$ cat config.mk
export PLATFORM = sky130hd
export DESIGN_NAME = alu_issue_stage
export DESIGN_NICKNAME = d
export VERILOG_FILES = /design/src/rtl/alu_pkg.sv /design/src/rtl/alu_fwd_mux.sv /design/src/rtl/alu_issue_stage.sv
export SDC_FILE = /design/constraint.sdc
export NUM_CORES = 1
export LEC_CHECK = 0
export BUFFER_PORTS_ARGS = -buffer_cell sky130_fd_sc_hd__buf_2
export CAP_MARGIN = 20
export CORE_AREA = 2 2 81 83
export CTS_BUF_LIST = sky130_fd_sc_hd__clkbuf_4 sky130_fd_sc_hd__clkbuf_8
export DETAILED_ROUTE_END_ITERATION = 16
export DIE_AREA = 0 0 83 85
export GPL_TIMING_DRIVEN = 0
export PLACE_DENSITY_LB_ADDON = 0.08
export REMOVE_ABC_BUFFERS = 1
export SKIP_CTS_REPAIR_TIMING = 1
export SYNTH_ARGS = -nofsm -noshare
export SYNTH_HDL_FRONTEND = slang
export SYNTH_SLANG_ARGS = --single-unit
$ cat constraint.sdc
create_clock -name clk -period 2.51 [get_ports clk]
set_input_delay 0.3765 -clock clk [delete_from_list [all_inputs] [get_ports clk]]
set_output_delay 0.3765 -clock clk [all_outputs]
set_load 0.02 [all_outputs]
$ cat src/rtl/alu_pkg.sv
// -----------------------------------------------------------------------------
// alu_pkg
// Shared constants and types for the ALU issue stage.
//   DATA_W  : operand/result width
//   CTL_W   : ALU operation code width
//   SHIFT_W : shift amount width
//   REG_AW  : register index width (index 0 is the hardwired-zero register)
// Also holds the ALU opcode encodings, the operand-source enum and a helper
// that tests one pipeline entry for a register dependency.
// -----------------------------------------------------------------------------
package alu_pkg;

  localparam int DATA_W  = 16;
  localparam int CTL_W   = 3;
  localparam int SHIFT_W = 4;
  localparam int REG_AW  = 3;

  // ALU operation codes driven on ALU_CTL.
  localparam logic [CTL_W-1:0] ALU_ADD = 3'd0;
  localparam logic [CTL_W-1:0] ALU_SUB = 3'd1;
  localparam logic [CTL_W-1:0] ALU_AND = 3'd2;
  localparam logic [CTL_W-1:0] ALU_OR  = 3'd3;
  localparam logic [CTL_W-1:0] ALU_XOR = 3'd4;
  localparam logic [CTL_W-1:0] ALU_SLL = 3'd5;
  localparam logic [CTL_W-1:0] ALU_SRL = 3'd6;
  localparam logic [CTL_W-1:0] ALU_NOT = 3'd7;

  // Where an operand comes from when an operation is accepted into EX.
  typedef enum logic [1:0] {
    SRC_ID = 2'd0,   // register-file value from decode
    SRC_EX = 2'd1,   // result currently being computed by the ALU
    SRC_WB = 2'd2    // result waiting in the writeback register
  } fwd_src_e;

  // True when a valid, writing entry targets the (non-zero) source register.
  function automatic logic fwd_match(input logic              valid,
                                     input logic              we,
                                     input logic [REG_AW-1:0] rd,
                                     input logic [REG_AW-1:0] rs);
    return valid && we && (rd == rs) && (rs != '0);
  endfunction

endpackage

$ cat src/rtl/alu_fwd_mux.sv
// -----------------------------------------------------------------------------
// alu_fwd_mux
// Per-operand dependency check against the EX and WB entries. Produces the
// operand source selection; the top uses it either to steer forwarded data
// (ALU_FWD_EN defined) or to raise a stall (ALU_FWD_EN undefined).
// Ports:
//   rs_i        source register index of the operand being decoded
//   ex_valid_i  EX entry valid        ex_we_i / ex_rd_i  EX destination
//   wb_valid_i  WB entry valid        wb_we_i / wb_rd_i  WB destination
//   src_o       selected source: SRC_EX has priority over SRC_WB
// -----------------------------------------------------------------------------
module alu_fwd_mux
  import alu_pkg::*;
(
  input  logic [REG_AW-1:0] rs_i,
  input  logic              ex_valid_i,
  input  logic              ex_we_i,
  input  logic [REG_AW-1:0] ex_rd_i,
  input  logic              wb_valid_i,
  input  logic              wb_we_i,
  input  logic [REG_AW-1:0] wb_rd_i,
  output fwd_src_e          src_o
);

  // The EX entry is the younger producer, so it wins over WB.
  always_comb begin
    src_o = SRC_ID;
    if (fwd_match(ex_valid_i, ex_we_i, ex_rd_i, rs_i)) begin
      src_o = SRC_EX;
    end else if (fwd_match(wb_valid_i, wb_we_i, wb_rd_i, rs_i)) begin
      src_o = SRC_WB;
    end
  end

endmodule

$ cat src/rtl/alu_issue_stage.sv
// -----------------------------------------------------------------------------
// alu_issue_stage
// Two-entry pipeline wrapped around an external combinational ALU.
//   EX register : holds the accepted operation and drives ALU_DA/DB/CTL/SHIFT.
//   WB register : captures ALU_DC/ALU_OverFlow and presents them to writeback.
// Ports:
//   clk, rst_n                         clock, asynchronous active-low reset
//   ID_VALID/ID_READY                  decode handshake
//   ID_DA/DB, ID_CTL, ID_SHIFT         operands and operation from decode
//   ID_RS1/RS2, ID_RD, ID_WE           source/destination register info
//   ALU_DA/DB, ALU_CTL, ALU_SHIFT      registered ALU inputs
//   ALU_DC, ALU_OverFlow               ALU result, combinational from ALU_*
//   WB_VALID/WB_READY                  writeback handshake
//   WB_DATA, WB_RD, WB_WE, WB_OVF      retired result
//   OVF_STICKY, OVF_CLR                accumulated overflow flag and its clear
// Configuration macro: ALU_FWD_EN
//   defined   : EX/WB results are forwarded into the accepted operands.
//   undefined : operands always come from decode; a dependent operation is
//               held off (ID_READY=0) until its producer has retired.
// -----------------------------------------------------------------------------
module alu_issue_stage
  import alu_pkg::*;
(
  input  logic               clk,
  input  logic               rst_n,
  input  logic               ID_VALID,
  output logic               ID_READY,
  input  logic [DATA_W-1:0]  ID_DA,
  input  logic [DATA_W-1:0]  ID_DB,
  input  logic [CTL_W-1:0]   ID_CTL,
  input  logic [SHIFT_W-1:0] ID_SHIFT,
  input  logic [REG_AW-1:0]  ID_RS1,
  input  logic [REG_AW-1:0]  ID_RS2,
  input  logic [REG_AW-1:0]  ID_RD,
  input  logic               ID_WE,
  output logic [DATA_W-1:0]  ALU_DA,
  output logic [DATA_W-1:0]  ALU_DB,
  output logic [CTL_W-1:0]   ALU_CTL,
  output logic [SHIFT_W-1:0] ALU_SHIFT,
  input  logic [DATA_W-1:0]  ALU_DC,
  input  logic               ALU_OverFlow,
  output logic               WB_VALID,
  input  logic               WB_READY,
  output logic [DATA_W-1:0]  WB_DATA,
  output logic [REG_AW-1:0]  WB_RD,
  output logic               WB_WE,
  output logic               WB_OVF,
  output logic               OVF_STICKY,
  input  logic               OVF_CLR
);

  // EX entry
  logic               ex_valid_q, ex_valid_d;
  logic               ex_we_q,    ex_we_d;
  logic [REG_AW-1:0]  ex_rd_q,    ex_rd_d;
  logic [DATA_W-1:0]  alu_da_q,   alu_da_d;
  logic [DATA_W-1:0]  alu_db_q,   alu_db_d;
  logic [CTL_W-1:0]   alu_ctl_q,  alu_ctl_d;
  logic [SHIFT_W-1:0] alu_sh_q,   alu_sh_d;

  // WB entry
  logic               wb_valid_q, wb_valid_d;
  logic [DATA_W-1:0]  wb_data_q,  wb_data_d;
  logic [REG_AW-1:0]  wb_rd_q,    wb_rd_d;
  logic               wb_we_q,    wb_we_d;
  logic               wb_ovf_q,   wb_ovf_d;
  logic               sticky_q,   sticky_d;

  logic wb_adv;
  logic id_acc;
  logic stall;

  // Per-operand views, index 0 = DA/RS1, index 1 = DB/RS2.
  logic [REG_AW-1:0] rs_arr   [2];
  logic [DATA_W-1:0] id_d_arr [2];
  logic [DATA_W-1:0] opnd_arr [2];
  fwd_src_e          src_arr  [2];

  assign rs_arr[0]   = ID_RS1;
  assign rs_arr[1]   = ID_RS2;
  assign id_d_arr[0] = ID_DA;
  assign id_d_arr[1] = ID_DB;

`ifndef ALU_FWD_EN
  logic [1:0] hit;
`endif

  genvar gi;
  generate
    for (gi = 0; gi < 2; gi++) begin : g_opnd
      alu_fwd_mux u_fwd_mux (
        .rs_i       (rs_arr[gi]),
        .ex_valid_i (ex_valid_q),
        .ex_we_i    (ex_we_q),
        .ex_rd_i    (ex_rd_q),
        .wb_valid_i (wb_valid_q),
        .wb_we_i    (wb_we_q),
        .wb_rd_i    (wb_rd_q),
        .src_o      (src_arr[gi])
      );
`ifdef ALU_FWD_EN
      // ALU_DC is the value EX will hand to WB at this same edge.
      assign opnd_arr[gi] = (src_arr[gi] == SRC_EX) ? ALU_DC    :
                            (src_arr[gi] == SRC_WB) ? wb_data_q :
                                                      id_d_arr[gi];
`else
      assign opnd_arr[gi] = id_d_arr[gi];
      assign hit[gi]      = (src_arr[gi] != SRC_ID);
`endif
    end
  endgenerate

`ifdef ALU_FWD_EN
  assign stall = 1'b0;
`else
  // Hold a dependent op until the producer has left WB; a producer retiring
  // this very cycle still blocks, so the consumer issues one cycle later.
  assign stall = |hit;
`endif

  // EX may move on whenever WB is empty or being drained this cycle.
  assign wb_adv   = ex_valid_q && (!wb_valid_q || WB_READY);
  assign ID_READY = (!ex_valid_q || wb_adv) && !stall;
  assign id_acc   = ID_VALID && ID_READY;

  always_comb begin
    ex_valid_d = ex_valid_q;
    ex_we_d    = ex_we_q;
    ex_rd_d    = ex_rd_q;
    alu_da_d   = alu_da_q;
    alu_db_d   = alu_db_q;
    alu_ctl_d  = alu_ctl_q;
    alu_sh_d   = alu_sh_q;
    wb_valid_d = wb_valid_q;
    wb_data_d  = wb_data_q;
    wb_rd_d    = wb_rd_q;
    wb_we_d    = wb_we_q;
    wb_ovf_d   = wb_ovf_q;
    sticky_d   = sticky_q;

    if (id_acc) begin
      ex_valid_d = 1'b1;
      ex_we_d    = ID_WE;
      ex_rd_d    = ID_RD;
      alu_da_d   = opnd_arr[0];
      alu_db_d   = opnd_arr[1];
      alu_ctl_d  = ID_CTL;
      alu_sh_d   = ID_SHIFT;
    end else if (wb_adv) begin
      // Drained with nothing new: ALU_* keep their last values.
      ex_valid_d = 1'b0;
    end

    if (wb_adv) begin
      wb_valid_d = 1'b1;
      wb_data_d  = ALU_DC;
      wb_ovf_d   = ALU_OverFlow;
      wb_rd_d    = ex_rd_q;
      wb_we_d    = ex_we_q;
    end else if (WB_READY) begin
      wb_valid_d = 1'b0;
    end

    // A retiring overflow takes precedence over a clear in the same cycle.
    if (wb_valid_q && WB_READY && wb_ovf_q) begin
      sticky_d = 1'b1;
    end else if (OVF_CLR) begin
      sticky_d = 1'b0;
    end
  end

  always_ff @(posedge clk or negedge rst_n) begin
    if (!rst_n) begin
      ex_valid_q <= 1'b0;
      ex_we_q    <= 1'b0;
      ex_rd_q    <= '0;
      alu_da_q   <= '0;
      alu_db_q   <= '0;
      alu_ctl_q  <= '0;
      alu_sh_q   <= '0;
      wb_valid_q <= 1'b0;
      wb_data_q  <= '0;
      wb_rd_q    <= '0;
      wb_we_q    <= 1'b0;
      wb_ovf_q   <= 1'b0;
      sticky_q   <= 1'b0;
    end else begin
      ex_valid_q <= ex_valid_d;
      ex_we_q    <= ex_we_d;
      ex_rd_q    <= ex_rd_d;
      alu_da_q   <= alu_da_d;
      alu_db_q   <= alu_db_d;
      alu_ctl_q  <= alu_ctl_d;
      alu_sh_q   <= alu_sh_d;
      wb_valid_q <= wb_valid_d;
      wb_data_q  <= wb_data_d;
      wb_rd_q    <= wb_rd_d;
      wb_we_q    <= wb_we_d;
      wb_ovf_q   <= wb_ovf_d;
      sticky_q   <= sticky_d;
    end
  end

  assign ALU_DA     = alu_da_q;
  assign ALU_DB     = alu_db_q;
  assign ALU_CTL    = alu_ctl_q;
  assign ALU_SHIFT  = alu_sh_q;
  assign WB_VALID   = wb_valid_q;
  assign WB_DATA    = wb_data_q;
  assign WB_RD      = wb_rd_q;
  assign WB_WE      = wb_we_q;
  assign WB_OVF     = wb_ovf_q;
  assign OVF_STICKY = sticky_q;

endmodule

==> impl_metrics.py <==
metrics = {
    "run_status": {
        "status": "finished clean",
    },
    "power_and_ir_drop": {
        "power_density_nw_per_um2": 1430,
        "p_total_mw": 5.34,
        "max-vdd-ir-drop_mv": 0.631,
        "p_leak_nw": 1.90,
    },
    "place": {
        "io_buffer_count": 133,
        "hpwl_mm": 3.96,
        "post-place-ws_ns": 0.181,
        "placed_cells": 376,
        "place_congestion": 0.698,
        "postPlaceCellArea_um2": 3550,
    },
    "grt": {
        "grt-ovfl-total": 0,
        "grt_pass1_vias": 1873,
        "grt_use_total": 0.163,
        "antenna_found_initial": 0,
        "grt_pass1_wl_mm": 9.03,
        "grt_max_degree": 68,
    },
    "timing": {
        "finalClockSkew_ns": 0.0111,
        "setup_tns_ns": 0,
        "finalMaxSlewViolations": 0,
        "setup_viol": 0,
        "period_needed_ns": 2.24,
        "rsz0062_at_grt": "false",
        "finalHoldViolCount": 0,
        "whs_ns": 0.122,
        "min_period_over_period": 0.893,
        "slew_headroom": 0.403,
        "setup_ws_ns": 0.269,
        "max_freq_ghz": 0.446,
        "max_slew.worst_pin.slew_ns": 0.895,
    },
    "flow_run": {
        "maxCapViolCount": 0,
    },
    "finish": {
        "final_cell_mix": "buf_2 (132), dfrtp_1 (67), mux2_4 (40), mux2_2 (24), xor2_1 (12)",
        "finish.utilization": 0.603,
        "n_fill_cell": 506,
        "fin_area_um2": 3740,
        "instances_no_fill": 392,
        "final_nets": 381,
        "final_common_cell": "buf_2",
        "area_growth_pct": 30.0,
        "diodes": 0,
        "drive_above_1_share": 0.679,
    },
    "logic_synthesis": {
        "netlist_instances": 173,
        "ys_warn_count": 0,
        "async_flop_share": 1.00,
        "synth_edf_count": 0,
        "synth.distinct_cells": 20,
        "synthesis.area_um2": 2880,
        "synthFlopType": "dfrtp_1",
        "synth-seq-cells": 67,
        "yosysSeqAreaShare": 0.583,
        "avgSynthCellArea_um2": 16.6,
    },
    "cts": {
        "cts_tree": "yes",
        "cts_root_buf": "clkbuf_8",
        "htreeDepth": 3,
        "cts-buffers-inserted": 9,
        "clk_pin_slew_ns": 0.07,
        "cts_buffer_depth": 2,
        "clock-sinks": 67,
        "clock_latency_ns": 0.33,
    },
    "setup_path": {
        "crit_path_end_kind": "flop",
        "startpoint": "ex_rd_q[2]",
        "crit_slowest_cell": "o221a_4",
        "cp_data_arrival_time_ns": 2.45,
        "rr_worst_depth": 5,
        "rr_endpoint": "ALU_CTL[1]",
        "reg2reg_from": "ex_rd_q[2]",
        "critPathCapture": "ALU_CTL[1]",
        "crit_fanout": 43,
        "r2r_slack_ns": 0.27,
        "crit_chain": "xor2_1 > nor4_1 > nor2_1 > o221a_4 > mux2_2",
        "critical_path_class": "flop to flop",
        "worstPathRequired_ns": 2.72,
        "cp-start-kind": "flop",
        "slowest_delay_ns": 0.81,
    },
    "floorplan": {
        "design.die.area_um2": 7060,
        "start_util": 0.464,
        "die_w_um": 83,
        "io_pins": 134,
        "die_height_um": 85,
        "rows": 29,
        "core_um2": 6200,
    },
    "route": {
        "ant_nets": 0,
        "wl_per_cell_um": 14.3,
        "drc": 0,
        "wl_mm": 5.61,
        "avgViaCountPerCell": 4.76,
        "drtPass1Iterations": 3,
        "num_vias": 1864,
        "drt_iter0_drc": 38,
    },
    "worst_hold_path": {
        "hold_path_class": "input port to async pin",
    },
}
cells by family after synthesis:
| logic type | share of synthesized area |
|---|---|
| AO/OA/AOI/OAI | 0.00957 |
| AND/OR/NAND/NOR | 0.0317 |
| buffers and inverters | 0.0370 |
| XOR/XNOR | 0.0365 |
| flip-flops | 0.583 |
| multiplexers | 0.303 |
flip-flops by register name, indices dropped and copies added, names as in the netlist:
name,flops
WB_WE,1
ALU_DB,16
OVF_STICKY,1
ex_we_q,1
WB_VALID,1
WB_RD,3
ex_rd_q,3
ALU_DA,16
ALU_CTL,3
ex_valid_q,1
WB_DATA,16
ALU_SHIFT,4
WB_OVF,1
synth_stat cells, types with 2 or more instances:
master | n | area share
xor2_1 | 12 | 0.037
nor4_1 | 4 | 0.0087
o21ai_0 | 2 | 0.0035
clkbuf_1 | 2 | 0.0026
nand2_1 | 3 | 0.0039
mux2_2 | 24 | 0.094
nor3_1 | 2 | 0.0035
nand2b_1 | 2 | 0.0043
buf_12 | 4 | 0.028
dfrtp_1 | 67 | 0.58
inv_1 | 2 | 0.0026
nor2_1 | 2 | 0.0026
mux2_4 | 40 | 0.21
layout make-up:
| type | instances | area, µm² | share of cell area |
|---|---|---|---|
| Tap cell | 77 | 96.3 | 0.0258 |
| Sequential cell | 67 | 1680 | 0.448 |
| Inverter | 2 | 7.51 | 0.00201 |
| Multi-Input combinational cell | 97 | 1100 | 0.295 |
| Clock buffer | 11 | 151 | 0.0405 |
| Timing Repair Buffer | 133 | 668 | 0.179 |
| Clock inverter | 5 | 36.3 | 0.00970 |
worst min-delay path by stage:
stage | cells past startpoint | slack (ns) | from | endpoint
2_1_floorplan | 0 | 0.08 | rst_n | ALU_CTL[0]
3_3_place_gp | 1 | 0.48 | WB_DATA[10] | WB_DATA[10]
3_5_place_dp | 1 | 0.49 | ALU_DA[14] | ALU_DA[14]
4_1_cts | 1 | 0.16 | rst_n | OVF_STICKY
5_1_grt | 1 | 0.21 | rst_n | OVF_STICKY
6_report | 1 | 0.12 | rst_n | WB_VALID
power breakdown:
part           internal (mW)  switching [mW]
Combinational           1.23            1.31
Clock                  0.414           0.408
Sequential              1.63           0.342
worst max-delay path, delay by kind of cell, from the launching register on:
kind | cells | cell delay (ns)
AO/OA/AOI/OAI | 1 | 0.81
XOR/XNOR | 1 | 0.18
flip-flops | 1 | 0.44
multiplexers | 1 | 0.41
AND/OR/NAND/NOR | 2 | 0.25
layer usage:
metal	vias up	routed length (µm)	GRT usage
met4	0	89	0.0715
met3	8	445	0.0535
li1	877	-	-
met1	895	2380	0.200
met5	-	0	0
met2	84	2700	0.265
Note: power is estimated with default switching activity, not from simulation.
